<file path="config.mk">
export PLATFORM = sky130hd
export DESIGN_NAME = csr_commit
export DESIGN_NICKNAME = d
export VERILOG_FILES = /design/src/rtl/csr_pkg.sv /design/src/rtl/csr_alu.sv /design/src/rtl/csr_commit.sv
export SDC_FILE = /design/constraint.sdc
export NUM_CORES = 1
export LEC_CHECK = 0
export CAP_MARGIN = 20
export CORE_AREA = 2 2 223 225
export CTS_CLUSTER_DIAMETER = 100
export CTS_CLUSTER_SIZE = 25
export DETAILED_ROUTE_END_ITERATION = 8
export DIE_AREA = 0 0 225 227
export GPL_ROUTABILITY_DRIVEN = 0
export SYNTH_ARGS = -nofsm -noshare
export SYNTH_HDL_FRONTEND = slang
export SYNTH_SLANG_ARGS = --single-unit
</file>
<file path="constraint.sdc">
create_clock -name clk -period 7.2 [get_ports clk]
set_input_delay 2.16 -clock clk [delete_from_list [all_inputs] [get_ports clk]]
set_output_delay 2.16 -clock clk [all_outputs]
set_load 0.03 [all_outputs]
</file>
<file path="src/rtl/csr_pkg.sv">
// Shared types and constants for the CSR commit path.
package csr_pkg;

    typedef enum logic [1:0] {
        ST_IDLE,
        ST_EXEC,
        ST_REDIRECT,
        ST_DRAIN
    } csr_commit_state_t;

    localparam logic [2:0] CSR_OP_RW  = 3'b001;
    localparam logic [2:0] CSR_OP_RS  = 3'b010;
    localparam logic [2:0] CSR_OP_RC  = 3'b011;
    localparam logic [2:0] CSR_OP_RWI = 3'b101;
    localparam logic [2:0] CSR_OP_RSI = 3'b110;
    localparam logic [2:0] CSR_OP_RCI = 3'b111;

    localparam logic [11:0] CSR_MCYCLE  = 12'hB00;
    localparam logic [11:0] CSR_MSTATUS = 12'h300;
    localparam logic [11:0] CSR_SATP    = 12'h180;

    typedef struct packed {
        logic [63:0] pc;
        logic [2:0]  funct3;
        logic [11:0] csr_addr;
        logic [4:0]  rs1_idx;
        logic [63:0] rs1_val;
        logic [4:0]  zimm;
        logic        is_csr;
        logic        is_ecall;
        logic        is_mret;
        logic        misalign;
    } csr_req_t;

    // Writes to these CSRs change translation/privilege state for younger instructions.
    function automatic logic is_serializing(input logic [11:0] addr);
        return (addr == CSR_MSTATUS) || (addr == CSR_SATP);
    endfunction

endpackage

</file>
<file path="src/rtl/csr_alu.sv">
// Combinational CSR read-modify-write: computes the new CSR value and whether it is written.
module csr_alu
    import csr_pkg::*;
(
    input  logic [2:0]  funct3,
    input  logic [63:0] rdata,
    input  logic [63:0] rs1_val,
    input  logic [4:0]  rs1_idx,
    input  logic [4:0]  zimm,
    output logic [63:0] wdata,
    output logic        do_write,
    output logic        legal
);

    logic [63:0] w_operand;
    logic        w_src_nonzero;

    assign w_operand     = funct3[2] ? {59'd0, zimm} : rs1_val;
    assign w_src_nonzero = funct3[2] ? (zimm != 5'd0) : (rs1_idx != 5'd0);

    // Set/clear with a zero source is a pure read and must not write.
    always_comb begin
        wdata    = '0;
        do_write = 1'b0;
        legal    = 1'b0;
        case (funct3[1:0])
            2'b01: begin
                wdata    = w_operand;
                do_write = 1'b1;
                legal    = 1'b1;
            end
            2'b10: begin
                wdata    = rdata | w_operand;
                do_write = w_src_nonzero;
                legal    = 1'b1;
            end
            2'b11: begin
                wdata    = rdata & ~w_operand;
                do_write = w_src_nonzero;
                legal    = 1'b1;
            end
            default: ;
        endcase
    end

endmodule

</file>
<file path="src/rtl/csr_commit.sv">
// Commit-side CSR sequencer: one CSR/system instruction at a time, RMW, trap strobes, flush/redirect and drain.
module csr_commit
    import csr_pkg::*;
#(
    parameter int DRAIN_CYCLES = 2
) (
    input  logic        clk,
    input  logic        reset,
    input  logic        in_valid,
    output logic        in_ready,
    input  logic [63:0] in_pc,
    input  logic [2:0]  in_funct3,
    input  logic [11:0] in_csr_addr,
    input  logic [4:0]  in_rs1_idx,
    input  logic [63:0] in_rs1_val,
    input  logic [4:0]  in_zimm,
    input  logic        in_is_csr,
    input  logic        in_is_ecall,
    input  logic        in_is_mret,
    input  logic        in_misalign,
    input  logic [63:0] csr_rdata,
    input  logic [63:0] next_pc,
    output logic [11:0] csr_addr_read,
    output logic [11:0] csr_addr_write,
    output logic [63:0] csr_wdata,
    output logic        csr_we,
    output logic        isCSRRC,
    output logic        exception,
    output logic        isEcall,
    output logic        isInstrMisalign,
    output logic        isMRET,
    output logic [63:0] pc,
    output logic        mcycle_inc,
    output logic        wb_valid,
    output logic [63:0] wb_data,
    output logic        flush,
    output logic        redirect_valid,
    output logic [63:0] redirect_pc
);

    localparam int CNT_W = $clog2(DRAIN_CYCLES + 1);
    localparam logic [CNT_W-1:0] DRAIN_LAST = CNT_W'(DRAIN_CYCLES - 1);

    csr_commit_state_t r_state;
    csr_req_t          r_hold;
    logic [CNT_W-1:0]  r_drain_cnt;
    logic [63:0]       r_redirect_pc;
    logic [63:0]       r_wb_data;

    logic        w_on, w_exec;
    logic        w_mis, w_ecall, w_mret, w_csr, w_trap;
    logic [63:0] w_alu_wdata;
    logic        w_alu_write, w_alu_legal;
    logic        w_we, w_wbv, w_serialize;

    csr_alu u_alu (
        .funct3   (r_hold.funct3),
        .rdata    (csr_rdata),
        .rs1_val  (r_hold.rs1_val),
        .rs1_idx  (r_hold.rs1_idx),
        .zimm     (r_hold.zimm),
        .wdata    (w_alu_wdata),
        .do_write (w_alu_write),
        .legal    (w_alu_legal)
    );

    // One event per instruction: misalign > ecall > mret > csr.
    assign w_on        = !reset;
    assign w_exec      = (r_state == ST_EXEC);
    assign w_mis       = w_exec && r_hold.misalign;
    assign w_ecall     = w_exec && !r_hold.misalign && r_hold.is_ecall;
    assign w_mret      = w_exec && !r_hold.misalign && !r_hold.is_ecall && r_hold.is_mret;
    assign w_csr       = w_exec && !r_hold.misalign && !r_hold.is_ecall && !r_hold.is_mret
                         && r_hold.is_csr;
    assign w_trap      = w_mis || w_ecall || w_mret;
    assign w_wbv       = w_csr && w_alu_legal;
    assign w_we        = w_wbv && w_alu_write;
    assign w_serialize = w_we && is_serializing(r_hold.csr_addr);

    always_ff @(posedge clk) begin
        if (reset) begin
            r_state       <= ST_IDLE;
            r_hold        <= '0;
            r_drain_cnt   <= '0;
            r_redirect_pc <= '0;
            r_wb_data     <= '0;
        end else begin
            case (r_state)
                ST_IDLE: begin
                    if (in_valid) begin
                        r_hold <= '{pc: in_pc, funct3: in_funct3, csr_addr: in_csr_addr,
                                    rs1_idx: in_rs1_idx, rs1_val: in_rs1_val, zimm: in_zimm,
                                    is_csr: in_is_csr, is_ecall: in_is_ecall,
                                    is_mret: in_is_mret, misalign: in_misalign};
                        r_state <= ST_EXEC;
                    end
                end
                ST_EXEC: begin
                    if (w_wbv)
                        r_wb_data <= csr_rdata;
                    if (w_trap) begin
                        r_redirect_pc <= next_pc;
                        r_state       <= ST_REDIRECT;
                    end else if (w_serialize) begin
                        r_redirect_pc <= r_hold.pc + 64'd4;
                        r_state       <= ST_REDIRECT;
                    end else begin
                        r_state <= ST_IDLE;
                    end
                end
                ST_REDIRECT: begin
                    r_drain_cnt <= '0;
                    r_state     <= ST_DRAIN;
                end
                ST_DRAIN: begin
                    if (r_drain_cnt == DRAIN_LAST) begin
                        r_drain_cnt <= '0;
                        r_state     <= ST_IDLE;
                    end else begin
                        r_drain_cnt <= r_drain_cnt + 1'b1;
                    end
                end
                default: r_state <= ST_IDLE;
            endcase
        end
    end

    // Outputs are forced low while reset is held, not just after the reset edge.
    assign in_ready        = w_on && (r_state == ST_IDLE);
    assign csr_addr_read   = w_on ? r_hold.csr_addr : 12'd0;
    assign csr_addr_write  = w_on ? r_hold.csr_addr : 12'd0;
    assign csr_wdata       = w_on ? w_alu_wdata : 64'd0;
    assign csr_we          = w_on && w_we;
    assign isCSRRC         = 1'b0;
    assign exception       = w_on && (w_mis || w_ecall);
    assign isEcall         = w_on && w_ecall;
    assign isInstrMisalign = w_on && w_mis;
    assign isMRET          = w_on && w_mret;
    assign pc              = w_on ? r_hold.pc : 64'd0;
    assign mcycle_inc      = w_on && !(w_we && (r_hold.csr_addr == CSR_MCYCLE));
    assign wb_valid        = w_on && w_wbv;
    assign wb_data         = !w_on ? 64'd0 : (w_wbv ? csr_rdata : r_wb_data);
    assign flush           = w_on && (r_state == ST_REDIRECT);
    assign redirect_valid  = w_on && (r_state == ST_REDIRECT);
    assign redirect_pc     = w_on ? r_redirect_pc : 64'd0;

endmodule

</file>
After elaboration in Yosys (flattened, before gate mapping)
Index checks and enable logic that the tools add are counted.
{ "totals": {"register_bits": 289, "latchBits": 0, "mem_bits_rw": 0, "romBits": 0, "inputBits": 288, "out_inout_bits": 291, "elab_cells": 89, "n_memories": 0} }
{ "op_classes": {"add_sub_neg": 2, "n_mul": 0, "n_div": 0, "magnitude_cmp": 0, "eq_ne": 12, "shifts": 0, "n_mux": 20, "bitwise_logic": 3, "n_reduce_logical": 38} }
{ "ops": {"columns": ["operator", "count"], "rows": [
  ["$mux 64", 8],
  ["$pmux 64 s3", 1],
  ["$add 64x3->64 const B", 1],
  ["$and 64x64->64", 1],
  ["$not 64->64", 1],
  ["$or 64x64->64", 1],
  ["$logic_and 1x1->1", 20],
  ["$eq 12x10->1 const B", 1],
  ["$eq 12x12->1 const B", 1],
  ["$eq 12x9->1 const B", 1],
  ["$mux 12", 1],
  ["$mux 2", 5],
  ["$reduce_bool 5->1", 2],
  ["$eq 2x2->1 const B", 4],
  ["$pmux 2 s4", 1],
  ["$eq 2x1->1 const B", 3],
  ["$reduce_and 2->1", 3],
  ["$logic_not 1->1", 5],
  ["$ne 2x2->1 const B", 2],
  ["$pmux 2 s2", 1],
  ["$reduce_bool 2->1", 2],
  ["$logic_or 1x1->1", 3],
  ["$reduce_or 3->1", 1],
  ["$add 2x1->2 const B", 1],
  ["other kinds (4)", 5]
]} }

Logic depth before layout (Yosys ltp)
Gate-level depths: netlist of run 1.
{ "depth": {"depth_word": 11, "depth_mapped": 10, "mapped_depth_nobuf": 7} }

By module
From an unflattened synthesis of run 1, not the netlist that was laid out.
{ "unflattened": {"cells_unflattened": 2138, "area_unflattened_um2": 15549.9} }
{ "modules_own_cells": {"columns": ["module", "instances", "cells_each", "area_each_um2", "seq_area_each_um2"], "rows": [
  ["csr_commit", 1, 1843, 13646.8, 5785.5],
  ["csr_alu", 1, 295, 1903.1, 0.0]
]} }

Worst setup path before layout of run 1
OpenSTA, ideal clock, no wires.
{ "synth_path": {"path_kind": "input to output", "startpoint": "input reset", "endpoint": "output exception", "arrival_time_ns": 3.835, "required_time_ns": 5.040, "path_slack_ns": 1.205, "path_stages": 3, "path_buffers": 1, "path_cell_list": "clkbuf_1 nor4b_1 or2_2"} }
{ "synth_via": {"elab_chain_cells": 2} }
{ "synth_rtl": {"columns": ["item", "line_no", "text"], "rows": [
  ["start: declaration", "csr_commit.sv:8", "input logic reset,"],
  ["$logic_not 1->1", "csr_commit.sv:68", "assign w_on = !reset;"],
  ["$logic_and 1x1->1", "csr_commit.sv:135", "assign exception = w_on && (w_mis || w_ecall);"],
  ["end: declaration", "csr_commit.sv:28", "output logic exception,"]
]} }
Every way passes these cells.

Worst setup path after layout of run 1
{ "layout_path": {"startpoint": "input csr_rdata[46]", "endpoint": "output csr_wdata[46]"} }
{ "layout_via": {"elab_chain_cells": 3, "word_cells_on_any_way": 4, "cone_classes": "mux: 2; bitwise: 2"} }
{ "layout_rtl": {"columns": ["item", "line_no", "text"], "rows": [
  ["start: declaration", "csr_commit.sv:21", "input logic [63:0] csr_rdata,"],
  ["$and 64x64->64 / $or 64x64->64 (equally long branches)", "csr_alu.sv:38, csr_alu.sv:33", null],
  ["$pmux 64 s3 (*)", "csr_alu.sv:26", "case (funct3[1:0])"],
  ["$mux 64 (*)", "csr_commit.sv:132", "assign csr_wdata = w_on ? w_alu_wdata : 64'd0;"],
  ["end: declaration", "csr_commit.sv:25", "output logic [63:0] csr_wdata,"]
]} }
Every way passes the cells marked *; elsewhere a longest branch is shown, timed or not.

==> impl_metrics.env, run 1 <==
export IMPL_status="complete, no violations"
export IMPL_grt_setup_unrepaired="no"
export IMPL_grt_overflow_total=0
export IMPL_required_ns=5.04
export IMPL_placed_area_mm2=0.0214
export IMPL_ys_ff_latch=289
export IMPL_drtAntennaViolNets=0
export IMPL_synth_simple_area_share_pct=28.1
export IMPL_cts_tree="built"
export IMPL_syn_inst=2177
export IMPL_max_freq_mhz=164
export IMPL_power_total_uw=3530
export IMPL_syn_avg_cell_area_um2=7.02
export IMPL_h_tree_depth=1
export IMPL_crit_arrival_ns=3.94
export IMPL_cts_reportedPaths_clkPinSlew_ns=0.11
export IMPL_synthToLayoutAreaGrowth_pct=42.6
export IMPL_drt_wl_total_um=67100
export IMPL_grt_pass1_vias=16090
export IMPL_avgRoutedWirePerCell_um=20.7
export IMPL_post_place_ws_ns=1.11
export IMPL_hold_buffers=0
export IMPL_post_cts_resized=0
export IMPL_mostFrequentLayoutCells="clkdlybuf4s50_1, nand2_1, a21oi_1, dfxtp_1, nor2b_1"
export IMPL_port_buffers=577
export IMPL_layout_setup_ws_ns=1.10
export IMPL_fin_hold_ws_ns=0.453
export IMPL_powerDensity_mw_per_mm2=162
export IMPL_drive_gt1_share_pct=2.65
export IMPL_max_slew_worst_pin_slew_ns=1.09
export IMPL_grt_max_degree=117
export IMPL_fin_skew_ns=0.0262
export IMPL_route_detailed_drc=0
export IMPL_die_x_um=225
export IMPL_fp_dieH_um=227
export IMPL_netlist_top_cells_area="dfxtp_1, nand2_1, a21oi_1"
export IMPL_vias=17015
export IMPL_synth_top_cell_by_area="dfxtp_1"
export IMPL_rows=81
export IMPL_dominantRegCellSynth="dfxtp_1"
export IMPL_yosys_warnings=0
export IMPL_critical_path_max_fanout=2
export IMPL_synth_edf_count=0
export IMPL_leakagePower_uw=0.00720
export IMPL_io_pins=579
export IMPL_dieArea_mm2=0.0511
export IMPL_final_area_mm2=0.0218
export IMPL_slew_headroom_pct=27.5
export IMPL_antenna_found_initial=12
export IMPL_ys_types=54
export IMPL_synth_area_mm2=0.0153
export IMPL_setup_viol=0
export IMPL_drt_iter0_markers=1519
export IMPL_grt_pass1_wl_um=98100
export IMPL_cts_buffer_depth=3
export IMPL_final_common_cell="clkdlybuf4s50_1"
export IMPL_finalCritPeriodShare_pct=84.7
export IMPL_post_cts_setup_buffers=0
export IMPL_clock_sinks=289
export IMPL_synth_top_cell_area_share_pct=37.8
export IMPL_finalCriticalPeriod_ns=6.10
export IMPL_root_buffer="clkbuf_16"
export IMPL_synthXorXnorAreaFrac_pct=3.15
export IMPL_hold_viol=0
export IMPL_maxCapViolCount=0
export IMPL_start_kind="primary input"
export IMPL_detailed_place_hpwl_um=48800
export IMPL_ir_drop_mv=0.134
export IMPL_hp_class="reg -> reg"
export IMPL_initial_core_util_pct=31.5
export IMPL_drtPass1Iterations=6
export IMPL_final_max_slew_viol_count=0
export IMPL_synth_nets=2466
export IMPL_cp_end_kind="primary output"
export IMPL_ys_async_sr_fraction_pct=0
export IMPL_muxShareOfSynthArea_pct=0.589
export IMPL_tns_ns=0
export IMPL_core_mm2=0.0485
export IMPL_grt_usage_pct=24.8
export IMPL_synth_compound_area_share_pct=23.2
export IMPL_viasPerCell=5.26
export IMPL_cts_buffers=15
export IMPL_synthAdderAreaFrac_pct=0.0818
export IMPL_final_nets=2891
export IMPL_ys_seq_area_share_pct=37.8
export IMPL_path_class="in -> out"
export IMPL_insertion_delay_ns=0.53
export IMPL_synth_top_family_by_area="simple AND/OR/NAND/NOR gates"
layout make-up:
type                            instances  area [um^2]
Antenna cell                            7         17.5
Clock buffer                           18          387
Clock inverter                          2         37.5
Fill cell                            4935        26700
Inverter                               69          259
Multi-Input combinational cell       1620         8460
Sequential cell                       289         5790
Tap cell                              622          778
Timing Repair Buffer                  607         6080
cells in the mapped netlist (10+ instances only):
| master | n |
|---|---|
| nor2_1 | 115 |
| buf_4 | 14 |
| dfxtp_1 | 289 |
| xor2_1 | 17 |
| and3_1 | 10 |
| buf_1 | 20 |
| nor2b_1 | 141 |
| nand3_1 | 30 |
| o21ai_0 | 97 |
| a21oi_1 | 320 |
| a22oi_1 | 73 |
| o31ai_1 | 60 |
| nand4_1 | 33 |
| xnor2_1 | 38 |
| nand2_1 | 527 |
| inv_1 | 69 |
| clkbuf_1 | 156 |
| o211ai_1 | 13 |
| nor3_1 | 34 |
| nor4_1 | 21 |
report_power, final:
group          internal, uW  total, uW  switching, uW  leakage [uW]
sequential             1670       1770           93.2       0.00236
clock                   423        988            565      0.000203
combinational           341        775            435       0.00464
total                  2440       3530           1090       0.00720
per-stage QoR:
| step | utilization (%) | cells |
|---|---|---|
| 5_1_grt | 44.9 | 3232 |
| 3_3_place_gp | 44.0 | 3207 |
| 3_5_place_dp | 44.0 | 3207 |
| 6_report | 44.9 | 3234 |
| 4_1_cts | 44.9 | 3227 |
| 2_1_floorplan | - | 2177 |
cells by family after synthesis:
kind of cell    Yosys count
simple gates            948
compound gates          606
flops                   289
buf+inv                 268
xor+xnor                 55
mux                       9
fa+ha+maj                 1
other cells               1
final timing paths:
check                                                     from                        endpoint  slack [ns]  cells past startpoint
worst max-delay path                             csr_rdata[46]                   csr_wdata[46]        1.10                      6
worst min-delay path            r_redirect_pc[25]$_SDFFE_PP0P_  r_redirect_pc[25]$_SDFFE_PP0P_        0.45                      2
worst max register to register          r_hold[0]$_SDFFE_PP0P_  r_redirect_pc[46]$_SDFFE_PP0P_        3.88                      6
worst min register to register  r_redirect_pc[25]$_SDFFE_PP0P_  r_redirect_pc[25]$_SDFFE_PP0P_        0.45                      2
worst max-delay path: stages:
cell,delay [ns]
clkdlybuf4s50_1,0.58
o21ai_0,0.13
o31ai_1,0.08
a22oi_1,0.11
nor2_1,0.16
clkdlybuf4s50_1,0.70
registers in the layout, indices dropped and copies added, names as in the netlist, named ones only:
register and flops:
r_drain_cnt 2, r_hold 157, r_redirect_pc 64, r_state 1, r_wb_data 64
routing by layer:
metal / wire length (um) / part of all wire [%] / vias to the layer above / GRT usage (%)
li1: - / - / 8208 / -
met1: 27700 / 41 / 7933 / 30.4
met2: 31500 / 47 / 743 / 42.4
met3: 5410 / 8.1 / 121 / 5.77
met4: 2300 / 3.4 / 10 / 8.74
met5: 65 / 0.097 / - / 0
Note: power is estimated with default switching activity, not from simulation.
==> run 2, diff against run 1 <==
--- a/config.mk
+++ b/config.mk
@@ -6,11 +6,11 @@
 export NUM_CORES = 1
 export LEC_CHECK = 0
 export CAP_MARGIN = 20
-export CORE_AREA = 2 2 223 225
+export CORE_AREA = 2 2 224 226
 export CTS_CLUSTER_DIAMETER = 100
 export CTS_CLUSTER_SIZE = 25
 export DETAILED_ROUTE_END_ITERATION = 8
-export DIE_AREA = 0 0 225 227
+export DIE_AREA = 0 0 226 228
 export GPL_ROUTABILITY_DRIVEN = 0
 export SYNTH_ARGS = -nofsm -noshare
 export SYNTH_HDL_FRONTEND = slang
==> constraint.sdc (replaced) <==
create_clock -name clk -period 6.3 [get_ports clk]
set_input_delay 1.89 -clock clk [delete_from_list [all_inputs] [get_ports clk]]
set_output_delay 1.89 -clock clk [all_outputs]
set_load 0.03 [all_outputs]
==> impl_metrics.env, run 2 (synthesis gave the netlist of run 1 again) <==
export IMPL_final_max_slew_viol_count=0
export IMPL_finalCriticalPeriod_ns=5.56
export IMPL_grt_pass1_wl_um=97800
export IMPL_post_cts_resized=0
export IMPL_hold_buffers=0
export IMPL_drtAntennaViolNets=0
export IMPL_drtPass1Iterations=6
export IMPL_drt_iter0_markers=1412
export IMPL_route_detailed_drc=0
export IMPL_h_tree_depth=1
export IMPL_max_slew_worst_pin_slew_ns=1.02
export IMPL_grt_setup_unrepaired="no"
export IMPL_critical_path_max_fanout=2
export IMPL_grt_pass1_vias=16157
export IMPL_fp_dieH_um=228
export IMPL_largest_register="r_hold"
export IMPL_layout_setup_ws_ns=0.737
export IMPL_vias=16991
export IMPL_start_kind="primary input"
export IMPL_cts_reportedPaths_clkPinSlew_ns=0.10
export IMPL_final_area_mm2=0.0220
export IMPL_drt_wl_total_um=65300
export IMPL_mostFrequentLayoutCells="clkdlybuf4s50_1, nand2_1, a21oi_1, dfxtp_1, nor2b_1"
export IMPL_avgRoutedWirePerCell_um=19.8
export IMPL_setup_viol=0
export IMPL_cp_end_kind="primary output"
export IMPL_cts_tree="built"
export IMPL_final_nets=2898
export IMPL_crit_arrival_ns=3.67
export IMPL_detailed_place_hpwl_um=47600
export IMPL_dieArea_mm2=0.0515
export IMPL_powerDensity_mw_per_mm2=186
export IMPL_status="complete, no violations"
export IMPL_grt_usage_pct=24.2
export IMPL_leakagePower_uw=0.00729
export IMPL_post_place_ws_ns=0.762
export IMPL_fin_util_pct=44.6
export IMPL_ir_drop_mv=0.145
export IMPL_die_x_um=226
export IMPL_hp_class="reg -> reg"
export IMPL_insertion_delay_ns=0.53
export IMPL_cts_buffers=16
export IMPL_clock_sinks=289
export IMPL_rrSetupSlack_ns=2.89
export IMPL_synthToLayoutAreaGrowth_pct=44.1
export IMPL_post_cts_setup_buffers=0
export IMPL_required_ns=4.41
export IMPL_finalCritPeriodShare_pct=88.3
export IMPL_grt_max_degree=97
export IMPL_root_buffer="clkbuf_16"
export IMPL_tns_ns=0
export IMPL_final_common_cell="clkdlybuf4s50_1"
export IMPL_slew_headroom_pct=31.1
export IMPL_placed_area_mm2=0.0215
export IMPL_fin_skew_ns=0.0177
export IMPL_viasPerCell=5.15
export IMPL_drive_gt1_share_pct=3.10
export IMPL_initial_core_util_pct=31.0
export IMPL_io_pins=579
export IMPL_top_regs="r_hold: 157 flops, r_redirect_pc: 64 flops, r_wb_data: 64 flops"
export IMPL_hold_viol=0
export IMPL_antenna_found_initial=19
export IMPL_grt_overflow_total=0
export IMPL_fin_hold_ws_ns=0.452
export IMPL_rows=82
export IMPL_largest_reg_flops=157
export IMPL_path_class="in -> out"
export IMPL_cts_buffer_depth=3
export IMPL_maxCapViolCount=0
export IMPL_port_buffers=577
export IMPL_max_freq_mhz=180
export IMPL_core_mm2=0.0493
## run 2: cell types whose count changed in the layout (fill, tap and decap cells not counted), sizes merged
cell	delta
buf	+7
bufinv	-1
clkdlybuf4s50	-1
clkinv	+2
clkinvlp	-1
diode	+4
inv	+3
## run 2: report_power, final
group | total [uW] | switching (uW) | internal [uW]
clock | 1190 | 685 | 507
sequential | 2020 | 105 | 1910
combinational | 889 | 492 | 397
total | 4100 | 1280 | 2820
## run 2: per-stage QoR
| step | instances | power (uW) |
|---|---|---|
| 6_report | 3297 | 4100 |
| 5_1_grt | 3294 | 4280 |
| 3_5_place_dp | 3263 | 2940 |
| 2_1_floorplan | 2177 | 2500 |
| 4_1_cts | 3286 | 4140 |
| 3_3_place_gp | 3263 | 2930 |
## run 2: per-layer routing
metal / vias up / track usage (%) / share of wire (%)
met2: 735 / 40.6 / 47
met5: - / 0 / 0.19
met3: 128 / 5.96 / 8.6
li1: 8238 / - / -
met1: 7874 / 29.7 / 41
met4: 16 / 8.88 / 3.5
## run 2: path summary, 6_finish.rpt
check / startpoint / end / cells past startpoint
worst min register to register: r_redirect_pc[10]$_SDFFE_PP0P_ / r_redirect_pc[10]$_SDFFE_PP0P_ / 2
worst max register to register: r_hold[91]$_SDFFE_PP0P_ / r_redirect_pc[30]$_SDFFE_PP0P_ / 7
worst max-delay path: csr_rdata[45] / csr_wdata[45] / 6
worst min-delay path: r_redirect_pc[10]$_SDFFE_PP0P_ / r_redirect_pc[10]$_SDFFE_PP0P_ / 2
## run 2: cell type report
class	instances	area, um^2
well taps	672	841
clock buffers	18	429
multi-input cells	1620	8460
inverters	69	259
repair buffers	613	6170
clock inverters	5	46.3
diodes	11	27.5
flip-flops and latches	289	5790
fillers	5014	27300
## run 2: worst max-delay path, cell delays in order
cell and delay, ns:
clkdlybuf4s50_1 0.49, o21ai_0 0.09, o31ai_1 0.09, a22oi_1 0.10
nor2_1 0.28, clkdlybuf4s50_1 0.74
==> run 3, diff against run 2 <==
--- a/config.mk
+++ b/config.mk
@@ -11,7 +11,6 @@
 export CTS_CLUSTER_SIZE = 25
 export DETAILED_ROUTE_END_ITERATION = 8
 export DIE_AREA = 0 0 226 228
-export GPL_ROUTABILITY_DRIVEN = 0
 export SYNTH_ARGS = -nofsm -noshare
 export SYNTH_HDL_FRONTEND = slang
 export SYNTH_SLANG_ARGS = --single-unit
==> impl_metrics.env, run 3 (synthesis gave the netlist of run 1 again) <==
export IMPL_viasPerCell=5.17
export IMPL_cp_end_kind="primary output"
export IMPL_gp_congestion=0.874
export IMPL_grt_setup_unrepaired="no"
export IMPL_root_buffer="clkbuf_16"
export IMPL_port_buffers=577
export IMPL_avgRoutedWirePerCell_um=19.8
export IMPL_grt_usage_pct=24.1
export IMPL_vias=17022
export IMPL_grt_pass1_wl_um=97000
export IMPL_final_max_slew_viol_count=0
export IMPL_cts_buffers=16
export IMPL_max_freq_mhz=178
export IMPL_final_nets=2895
export IMPL_cts_reportedPaths_clkPinSlew_ns=0.10
export IMPL_drtPass1Iterations=5
export IMPL_start_kind="primary input"
export IMPL_fp_dieH_um=228
export IMPL_powerDensity_mw_per_mm2=188
export IMPL_io_pins=579
export IMPL_antenna_found_initial=18
export IMPL_setup_viol=0
export IMPL_leakagePower_uw=0.00727
export IMPL_seq_power_share_pct=48.8
export IMPL_hold_buffers=0
export IMPL_largest_reg_flops=157
export IMPL_grt_overflow_total=0
export IMPL_post_cts_setup_buffers=0
export IMPL_tns_ns=0
export IMPL_max_slew_worst_pin_slew_ns=0.967
export IMPL_clkPwrFrac_pct=29.9
export IMPL_cts_tree="built"
export IMPL_power_frac_comb_pct=21.3
export IMPL_dieArea_mm2=0.0515
export IMPL_initial_core_util_pct=31.0
export IMPL_power_switching_uw=1290
export IMPL_insertion_delay_ns=0.54
export IMPL_drtAntennaViolNets=0
export IMPL_route_detailed_drc=0
export IMPL_rows=82
export IMPL_finalCriticalPeriod_ns=5.63
export IMPL_drive_gt1_share_pct=3.06
export IMPL_required_ns=4.41
export IMPL_clock_sinks=289
export IMPL_sw_frac_of_total_pct=31.1
export IMPL_path_class="in -> out"
export IMPL_critical_path_max_fanout=2
export IMPL_hp_class="reg -> reg"
export IMPL_largest_register="r_hold"
export IMPL_slew_headroom_pct=35.0
export IMPL_cts_buffer_depth=3
export IMPL_hold_viol=0
export IMPL_die_x_um=226
export IMPL_grt_max_degree=122
export IMPL_grt_pass1_vias=16246
export IMPL_p_int_uw=2850
export IMPL_finalCritPeriodShare_pct=89.3
export IMPL_post_cts_resized=0
export IMPL_h_tree_depth=1
export IMPL_detailed_place_hpwl_um=47500
export IMPL_final_common_cell="clkdlybuf4s50_1"
export IMPL_status="complete, no violations"
export IMPL_drt_wl_total_um=65400
export IMPL_fin_skew_ns=0.0299
export IMPL_ir_drop_mv=0.148
export IMPL_final_area_mm2=0.0220
export IMPL_top_regs="r_hold: 157 flops, r_redirect_pc: 64 flops, r_wb_data: 64 flops"
export IMPL_core_mm2=0.0493
export IMPL_maxCapViolCount=0
export IMPL_crit_arrival_ns=3.74
export IMPL_synthToLayoutAreaGrowth_pct=43.8
export IMPL_drt_iter0_markers=1273
export IMPL_mostFrequentLayoutCells="clkdlybuf4s50_1, nand2_1, a21oi_1, dfxtp_1, nor2b_1"
export IMPL_placed_area_mm2=0.0214
## run 3: cell count changes in the layout (fill, tap and decap cells not counted), sizes merged
cell / change
buf: -3
clkinvlp: +1
clkbuf: +3
diode: -1
inv: -2
## run 3: final cells by class
class | instances | area (um^2)
sequential | 289 | 5790
tap | 672 | 841
clock buffer | 21 | 470
multi-input combinational | 1620 | 8460
antenna | 10 | 25.0
timing repair buffer | 610 | 6110
inverter | 69 | 259
clock inverter | 4 | 40.0
fill | 5083 | 27400
## run 3: metal layers
layer / global-route usage (%) / vias up / wire (um)
met5: 0 / - / 129
met4: 9.91 / 18 / 2560
met3: 5.89 / 127 / 5220
met2: 40.8 / 678 / 30900
met1: 29.0 / 7971 / 26600
li1: - / 8228 / -
## run 3: path summary, 6_finish.rpt
| path | from | endpoint | slack (ns) | depth (start not counted) |
|---|---|---|---|---|
| hold reg to reg | r_redirect_pc[9]$_SDFFE_PP0P_ | r_redirect_pc[9]$_SDFFE_PP0P_ | 0.45 | 2 |
| hold / removal | r_redirect_pc[9]$_SDFFE_PP0P_ | r_redirect_pc[9]$_SDFFE_PP0P_ | 0.45 | 2 |
| setup / recovery | csr_rdata[45] | csr_wdata[45] | 0.67 | 6 |
| setup reg to reg | r_hold[91]$_SDFFE_PP0P_ | r_redirect_pc[30]$_SDFFE_PP0P_ | 2.94 | 7 |
## run 3: stage by stage
step	hold slack (ns)	total power [uW]	util [%]	std cells	setup slack, ns
finish	0.452	4130	44.6	3295	0.674
global route	0.477	4330	44.6	3293	0.662
CTS	0.454	4170	44.5	3284	0.719
detailed placement	0.440	2930	43.4	3259	0.724
global placement	0.436	2920	43.4	3259	0.706
floorplan	0.427	2500	-	2177	0.845
## run 3: worst max-delay path, stage by stage
cell and delay, ns:
clkdlybuf4s50_1 0.48, o21ai_0 0.09, o31ai_1 0.11, a22oi_1 0.10
nor2_1 0.32, clkdlybuf4s50_1 0.75
## run 3: power by group through the flow
stage / sequential (uW) / combinational [uW] / clock (uW)
final: 2020 / 881 / 1230
after detailed placement: 2060 / 878 / 0
after global placement: 2050 / 871 / 0
after CTS: 2010 / 883 / 1280
after floorplan: 2000 / 499 / 0
after global routing: 2030 / 956 / 1340
